## src/rtl/borrow_look_ahead_subtractor_pipe_pkg.sv

```systemverilog
// borrow_look_ahead_subtractor_pipe_pkg
//   Shared constants and helpers for the pipelined borrow-look-ahead subtractor.
//   GRP_W      : width of one look-ahead group (one pipeline stage per group)
//   width_ok() : legality check for the subtractor width (multiple of GRP_W, >= GRP_W)
//   num_stg()  : number of pipeline stages for a given width
package borrow_look_ahead_subtractor_pipe_pkg;

    localparam int unsigned GRP_W = 4;

    function automatic bit width_ok(input int unsigned w);
        return (w >= GRP_W) && ((w % GRP_W) == 0);
    endfunction

    function automatic int unsigned num_stg(input int unsigned w);
        return w / GRP_W;
    endfunction

endpackage

```

## src/rtl/borrow_look_ahead_subtractor_pipe_bla4.sv

```systemverilog
// borrow_look_ahead_4
//   Combinational 4-bit borrow-look-ahead subtractor group: d = a - b - bin.
//   Every internal borrow is a flat two-level sum of products of the bit
//   generate (g = ~a & b) and propagate (p = ~(a ^ b)) terms, so there is no
//   ripple inside the group.
// Ports
//   a    in  [3:0]  minuend nibble
//   b    in  [3:0]  subtrahend nibble
//   bin  in         borrow into bit 0
//   d    out [3:0]  difference nibble
//   bout out        borrow out of bit 3
module borrow_look_ahead_4
    import borrow_look_ahead_subtractor_pipe_pkg::*;
(
    input  logic [GRP_W-1:0] a,
    input  logic [GRP_W-1:0] b,
    input  logic             bin,
    output logic [GRP_W-1:0] d,
    output logic             bout
);

    logic [GRP_W-1:0] g;
    logic [GRP_W-1:0] p;
    logic [GRP_W-1:0] br;   // borrow into each bit position

    assign g = ~a & b;
    assign p = ~(a ^ b);

    assign br[0] = bin;
    assign br[1] = g[0]
                 | (p[0] & bin);
    assign br[2] = g[1]
                 | (p[1] & g[0])
                 | (p[1] & p[0] & bin);
    assign br[3] = g[2]
                 | (p[2] & g[1])
                 | (p[2] & p[1] & g[0])
                 | (p[2] & p[1] & p[0] & bin);
    assign bout  = g[3]
                 | (p[3] & g[2])
                 | (p[3] & p[2] & g[1])
                 | (p[3] & p[2] & p[1] & g[0])
                 | (p[3] & p[2] & p[1] & p[0] & bin);

    assign d = a ^ b ^ br;

endmodule

```

## src/rtl/borrow_look_ahead_subtractor_pipe.sv

```systemverilog
// borrow_look_ahead_subtractor_pipe
//   Pipelined WIDTH-bit subtractor diff = a - b - bin (mod 2^WIDTH) built from
//   4-bit borrow-look-ahead groups, one pipeline stage per group. Stage k holds
//   a beat whose groups below k are already difference bits and whose groups
//   k and above are still minuend bits, plus the registered borrow into group k.
//   A single global advance (adv = ~out_valid | out_ready) shifts every stage;
//   empty stages travel as bubbles (valid = 0).
//   Latency: NSTG cycles from the accept edge to out_valid; throughput 1/cycle.
// Optional feature
//   SUB_OVF_FLAG_EN : when defined, adds the signed-overflow output ovf and the
//                     a/b MSB sideband registers that feed it.
// Ports
//   clk       in             rising-edge clock
//   rst_n     in             asynchronous active-low reset
//   in_valid  in             operand beat valid
//   in_ready  out            operand beat accepted this cycle when in_valid
//   a         in  [WIDTH]    minuend
//   b         in  [WIDTH]    subtrahend
//   bin       in             borrow-in
//   out_valid out            result beat valid
//   out_ready in             downstream accepts result
//   diff      out [WIDTH]    a - b - bin
//   bout      out            unsigned borrow-out (a < b + bin)
//   zero      out            diff == 0
//   ovf       out            signed overflow (SUB_OVF_FLAG_EN only)
module borrow_look_ahead_subtractor_pipe
    import borrow_look_ahead_subtractor_pipe_pkg::*;
#(
    parameter int unsigned WIDTH = 16
) (
    input  logic             clk,
    input  logic             rst_n,
    input  logic             in_valid,
    output logic             in_ready,
    input  logic [WIDTH-1:0] a,
    input  logic [WIDTH-1:0] b,
    input  logic             bin,
    output logic             out_valid,
    input  logic             out_ready,
    output logic [WIDTH-1:0] diff,
    output logic             bout,
    output logic             zero
`ifdef SUB_OVF_FLAG_EN
    ,
    output logic             ovf
`endif
);

    localparam int unsigned NSTG = num_stg(WIDTH);
    localparam int unsigned LAST = NSTG - 1;

    if (!width_ok(WIDTH)) begin : g_bad_width
        $error("borrow_look_ahead_subtractor_pipe: WIDTH must be a multiple of 4 and >= 4");
    end

    logic              adv;

    // Stage registers
    logic [NSTG-1:0]   stg_v;
    logic [WIDTH-1:0]  stg_x  [NSTG];   // lower groups: diff, upper groups: minuend
    logic [WIDTH-1:0]  stg_b  [NSTG];   // subtrahend travels unchanged
    logic [NSTG-1:0]   stg_br;          // registered borrow into group k
`ifdef SUB_OVF_FLAG_EN
    logic [NSTG-1:0]   stg_am;          // minuend MSB sideband
    logic [NSTG-1:0]   stg_bm;          // subtrahend MSB sideband
`endif

    // Per-stage combinational results
    logic [GRP_W-1:0]  grp_d  [NSTG];
    logic [NSTG-1:0]   grp_bo;
    logic [WIDTH-1:0]  stg_nx [NSTG];   // stage word with its own group replaced by diff

    logic [WIDTH-1:0]  fin_diff;
    logic              fin_zero;
`ifdef SUB_OVF_FLAG_EN
    logic              fin_ovf;
`endif

    assign adv      = ~out_valid | out_ready;
    assign in_ready = adv;

    for (genvar k = 0; k < NSTG; k++) begin : g_grp
        borrow_look_ahead_4 u_bla (
            .a    (stg_x[k][k*GRP_W +: GRP_W]),
            .b    (stg_b[k][k*GRP_W +: GRP_W]),
            .bin  (stg_br[k]),
            .d    (grp_d[k]),
            .bout (grp_bo[k])
        );
    end

    always_comb begin
        for (int unsigned k = 0; k < NSTG; k++) begin
            stg_nx[k] = stg_x[k];
            stg_nx[k][k*GRP_W +: GRP_W] = grp_d[k];
        end
    end

    assign fin_diff = stg_nx[LAST];
    assign fin_zero = ~|fin_diff;
`ifdef SUB_OVF_FLAG_EN
    assign fin_ovf  = (stg_am[LAST] ^ stg_bm[LAST]) & (stg_am[LAST] ^ fin_diff[WIDTH-1]);
`endif

    always_ff @(posedge clk or negedge rst_n) begin
        if (!rst_n) begin
            stg_v     <= '0;
            stg_br    <= '0;
            for (int unsigned k = 0; k < NSTG; k++) begin
                stg_x[k] <= '0;
                stg_b[k] <= '0;
            end
`ifdef SUB_OVF_FLAG_EN
            stg_am    <= '0;
            stg_bm    <= '0;
            ovf       <= 1'b0;
`endif
            out_valid <= 1'b0;
            diff      <= '0;
            bout      <= 1'b0;
            zero      <= 1'b0;
        end else if (adv) begin
            // Stage 0 captures the raw operands; a bubble is simply valid = 0.
            stg_v[0]  <= in_valid;
            stg_x[0]  <= a;
            stg_b[0]  <= b;
            stg_br[0] <= bin;
`ifdef SUB_OVF_FLAG_EN
            stg_am[0] <= a[WIDTH-1];
            stg_bm[0] <= b[WIDTH-1];
`endif
            for (int unsigned k = 1; k < NSTG; k++) begin
                stg_v[k]  <= stg_v[k-1];
                stg_x[k]  <= stg_nx[k-1];
                stg_b[k]  <= stg_b[k-1];
                stg_br[k] <= grp_bo[k-1];
`ifdef SUB_OVF_FLAG_EN
                stg_am[k] <= stg_am[k-1];
                stg_bm[k] <= stg_bm[k-1];
`endif
            end
            // Output data only moves when a real beat leaves the last stage,
            // so the result registers never pick up bubble contents.
            out_valid <= stg_v[LAST];
            if (stg_v[LAST]) begin
                diff <= fin_diff;
                bout <= grp_bo[LAST];
                zero <= fin_zero;
`ifdef SUB_OVF_FLAG_EN
                ovf  <= fin_ovf;
`endif
            end
        end
    end

endmodule

```

## config.mk

```make
export PLATFORM = sky130hd
export DESIGN_NAME = borrow_look_ahead_subtractor_pipe
export DESIGN_NICKNAME = d
export VERILOG_FILES = /design/src/rtl/borrow_look_ahead_subtractor_pipe_pkg.sv /design/src/rtl/borrow_look_ahead_subtractor_pipe_bla4.sv /design/src/rtl/borrow_look_ahead_subtractor_pipe.sv
export SDC_FILE = /design/constraint.sdc
export NUM_CORES = 1
export LEC_CHECK = 0
export ABC_AREA = 1
export BUFFER_PORTS_ARGS = -buffer_cell sky130_fd_sc_hd__buf_2
export CORE_MARGIN = 2
export CORE_UTILIZATION = 50
export CTS_CLUSTER_SIZE = 14
export DETAILED_ROUTE_END_ITERATION = 10
export PLACE_DENSITY_LB_ADDON = 0.05
export SYNTH_ARGS = -nofsm -noshare
export SYNTH_HDL_FRONTEND = slang
export SYNTH_SLANG_ARGS = --single-unit
```

## constraint.sdc

```tcl
create_clock -name clk -period 2.7 [get_ports clk]
set_clock_uncertainty 0.1 [all_clocks]
set_input_delay 0.135 -clock clk [delete_from_list [all_inputs] [get_ports clk]]
set_output_delay 0.135 -clock clk [all_outputs]
set_load 0.005 [all_outputs]
```

# Word level (Yosys, flattened, before mapping)

Cells that the tools add are included.
Widths: inputs -> output; s select.

Flip-flop bits (word level): 155
Output and inout bits: 20
Word-level logic and storage cells: 143

Bitwise operators: 126
Reduce and logical (&&, ||, !) cells: 3

Operator list:

| kind             | number |
|---|---|
| $and 1x1->1      | 64 |
| $or 1x1->1       | 41 |
| $not 4->4        | 8 |
| $xor 4x4->4      | 8 |
| $and 4x4->4      | 4 |
| $reduce_or 16->1 | 1 |
| $reduce_and 2->1 | 1 |
| $logic_not 1->1  | 1 |
| $not 1->1        | 1 |

# Longest topological paths before layout

Depth after elaboration: 9
Depth in mapped cells: 11
Depth with buffers taken out: 11

# Cells and area by module

From an unflattened synthesis, not the netlist that was laid out.

Cells, all modules: 700
Area, all modules: 5,970.7 um^2

Modules (own cells, without submodules):

| module                            | times used | cells each | area an instance (um^2) |
|---|---|---|---|
| borrow_look_ahead_subtractor_pipe | 1          | 544        | 4,969.8 |
| borrow_look_ahead_4               | 4          | 39         | 250.2 |

# Worst setup path before layout

Ideal clock, no wire load.

Kind: reg-to-reg
Start point: register stg_br[3]
End point: register zero
Setup time: 0.065 ns
Arrival: 1.312 ns
Required time: 2.535 ns
Slack: 1.223 ns
Cell stages (with the launch flop): 10
Buffers on the path: 0
Cells stage by stage: dfrtp_1 inv_1 fa_1 inv_1 nand2_1 nor2_1 nand3_1 nor2_1 nand2_1 nand2_1

Elaborated cells between the ends (all ways): 9
Classes of those cells: 7 x bitwise; 2 x reduce/logical

RTL lines:

| element                           | RTL line                                     | source |
|---|---|---|
| from (decl)                       | borrow_look_ahead_subtractor_pipe.sv:62      | `logic [NSTG-1:0] stg_br;` |
| from (signal, indexed assignment) | borrow_look_ahead_subtractor_pipe.sv:136     | `stg_br[k] <= grp_bo[k-1];` |
| $xor 4x4->4                       | borrow_look_ahead_subtractor_pipe_bla4.sv:45 | `assign d = a ^ b ^ br;` |
| via fin_diff[12]                  | borrow_look_ahead_subtractor_pipe.sv:73      | `logic [WIDTH-1:0] fin_diff;` |
| $reduce_or 16->1                  | borrow_look_ahead_subtractor_pipe.sv:100     | `assign fin_zero = ~\|fin_diff;` |
| $logic_not 1->1                   | borrow_look_ahead_subtractor_pipe.sv:100     |  |
| to (signal assigned)              | borrow_look_ahead_subtractor_pipe.sv:148     | `zero <= fin_zero;` |
| to (decl)                         | borrow_look_ahead_subtractor_pipe.sv:42      | `output logic zero` |

The timed path passes the listed nets, and every way through them passes these cells.
A chain may end at the register's enable or synchronous reset.

# Worst setup path after layout

Start point: register out_valid
End point: register stg_br[1]

Longest elaborated chain between the ends: 2

RTL lines:

| element                | RTL line                                 | source |
|---|---|---|
| from (decl)            | borrow_look_ahead_subtractor_pipe.sv:38  | `output logic out_valid,` |
| from (signal assigned) | borrow_look_ahead_subtractor_pipe.sv:144 | `out_valid <= stg_v[LAST];` |
| $not 1->1              | borrow_look_ahead_subtractor_pipe.sv:79  | `assign adv = ~out_valid \| out_ready;` |
| $or 1x1->1             | borrow_look_ahead_subtractor_pipe.sv:79  |  |

No other way between the ends.

==> summary.txt <==
Final layout
  – Area grow syn2layout: 24.5%
  – Post-route cell area: 7030 sq um
  – # nets final: 791
  – Layout cells sized above 1: 13.1%
  – # fillers: 924
  – ANT cells: 0
  – Fin util: 64.3%

Routing
  – Final wirelength: 10700 microns
  – DR WL/cell: 12.1 microns
  – DRT Pass-1 Iters: 4
  – Residual DRC: 0
  – Vias: 4217
  – Via density: 4.76
  – Initial drt markers: 258
  – DRT antenna net count: 0

STA
  – Period minus WS final: 1.76 ns
  – RSZ-0062 raised after global routing: false
  – Period utilization: 65.1%
  – Final setup viols: 0
  – Max Fclk: 569 MHz
  – Slew margin rel.: 54.5%
  – Final slew viol count: 0
  – Measured slew at the worst slew-check pin: 0.682 ns
  – Hold Vio Cnt, Final: 0
  – WHS: 0.201 ns
  – Setup TNS: 0 ns

Synth
  – Syn. warnings: 0
  – EDFF count, synth: 0
  – Dominant cell type by area after synthesis: dfrtp_1
  – Synth unique cells: 21
  – Most frequently used flop master after synthesis: dfrtp_1
  – Asr flop ratio synth: 100%
  – Post-Syn Area: 5650 sq um
  – Register area share after synthesis: 58.1%
  – Post-synth top area share: 58.1%
  – Mapped Avg Cell Area: 8.77 sq um
  – Count leader, synth: nand2_1
  – Gate count after technology mapping: 644
  – Largest cells by area after synthesis: dfrtp_1 (58%), nand2_1 (19%), o21ai_0 (5.2%)
  – Syn_nets: 702
  – Yosys reg bits: 131
  – Most frequent cells after synthesis: nand2_1 (290), dfrtp_1 (131), o21ai_0 (59)

Clock network
  – Worst skew pair latency: 0.41 ns
  – Hold Buf Count CTS: 35
  – CTS Root Buffer Type: clkbuf_16
  – CTS tree: done
  – Postcts setup bufs: 0
  – Clock sink total: 131
  – CTS Buf Count: 17
  – Post_cts resized: 0
  – Htree depth: 4
  – CTS Buffer Depth: 2
  – Reg clk slew, reported paths: 0.06 ns

Worst setup path
  – CP Capture Type: flop
  – Crit-path slowest cell: inv_2
  – WP buf/inv: 2
  – CP Class: reg2reg
  – CP Cell Sequence: nand2_4, inv_2, buf_4, nor2_1, a21oi_1
  – CP Launch Type: flop
  – Highest cell delay on the worst timing path: 0.40 ns
  – Worst EP required: 2.94 ns
  – Worst-path maximum fanout: 45
  – Cell family with most CP delay: buffers and inverters
  – Critical path data arrival time: 1.99 ns

Power
  – Worst-case vdd ir drop: 0.718 mV
  – Power Dens Cells: 1220 nW/um^2
  – Leakage: 3.75 nW
  – Power Total: 8.60 mW

Global routing
  – Total GRT Usage: 20.0%
  – First-pass GRT wire length: 18500 microns
  – Initial antenna violation count: 0
  – Gr ovfl total: 0
  – Vias in the first global route: 4142
  – Largest net degree at the start of global routing: 101

Outcome
  – Status: finished, final reports clean

Floorplan
  – Row cnt: 38
  – Top-level I/O count: 57
  – Die Y: 110 microns
  – Initial Utilization: 51.6%
  – Die width: 110 microns
  – Die area: 12200 sq um
  – Core Box Area: 10900 sq um

Place
  – Dpl cell area: 6020 sq um
  – GPL Wtd Cong: 0.805
  – Port buffer count: 56
  – Hpwl dp: 6930 microns

Min path
  – Worst min path class: in2async

Run
  – Max-Cap Viols: 0
## stage by stage
step	instances	worst slack [ns]
2_1_floorplan	644	1.22
3_3_place_gp	819	0.977
3_5_place_dp	819	0.937
4_1_cts	886	0.912
5_1_grt	886	0.798
6_report	886	0.943
## worst paths after layout
check	cells past startpoint	slack, ns	from	to
min	2	0.20	rst_n	diff[5]
min reg2reg	2	0.37	stg_b[62]	stg_b[62]
max	5	0.94	out_valid	stg_br[1]
max reg2reg	5	0.94	out_valid	stg_br[1]
max in group asynchronous	3	1.49	rst_n	stg_x[13]
min in group clk	5	0.25	out_ready	stg_v[0]
## metal layers
layer  track usage (%)  up-vias  routed length, microns
met5                 0        -                       0
met3              5.82       15                     357
met1              25.4     1970                    4960
met2              32.6       68                    5180
met4              7.77        0                     190
li1                  -     2164                       -
## logic make-up after synthesis
group	count (synthesis)	share of synthesized area, %
and+or+nand+nor	329	22.7
adders and majority gates	21	5.19
buffers and inverters	86	6.80
xor gates and xnor gates	6	0.931
AOI/OAI and AO/OA	71	6.32
DFF	131	58.1
## registers in the layout, indices dropped and copies added, names as in the netlist
name	count
fin_diff	12
stg_x	16
stg_br	4
stg_b	40
out_valid	1
bout	1
zero	1
stg_v	4
stg_nx	36
diff	16
## power by group
group | total [mW] | internal, mW | switching [mW]
Combinational | 2.83 | 1.12 | 1.71
Sequential | 3.26 | 2.81 | 0.448
Clock | 2.51 | 1.69 | 0.820
## layout make-up
type	instances	area, sq um	area share [%]
Multi-Input combinational cell	427	1980	28.2
Clock inverter	12	204	2.90
Timing Repair Buffer	96	708	10.1
Tap cell	140	175	2.49
Clock buffer	20	457	6.50
Sequential cell	131	3280	46.6
Inverter	60	225	3.20
## layout by cell type (no fill, tap or decap), types with 4 or more instances in the layout
cell           count
a21oi_1           10
buf_2             55
bufinv_16          5
clkbuf_16         17
dfrtp_1          131
dlygate4sd3_1     35
fa_1               4
ha_1              17
inv_1             57
nand2_1          290
nand3_1           10
nor2_1            21
o21ai_0           59
xnor2_1            6
Note: power is estimated with default switching activity, not from simulation.
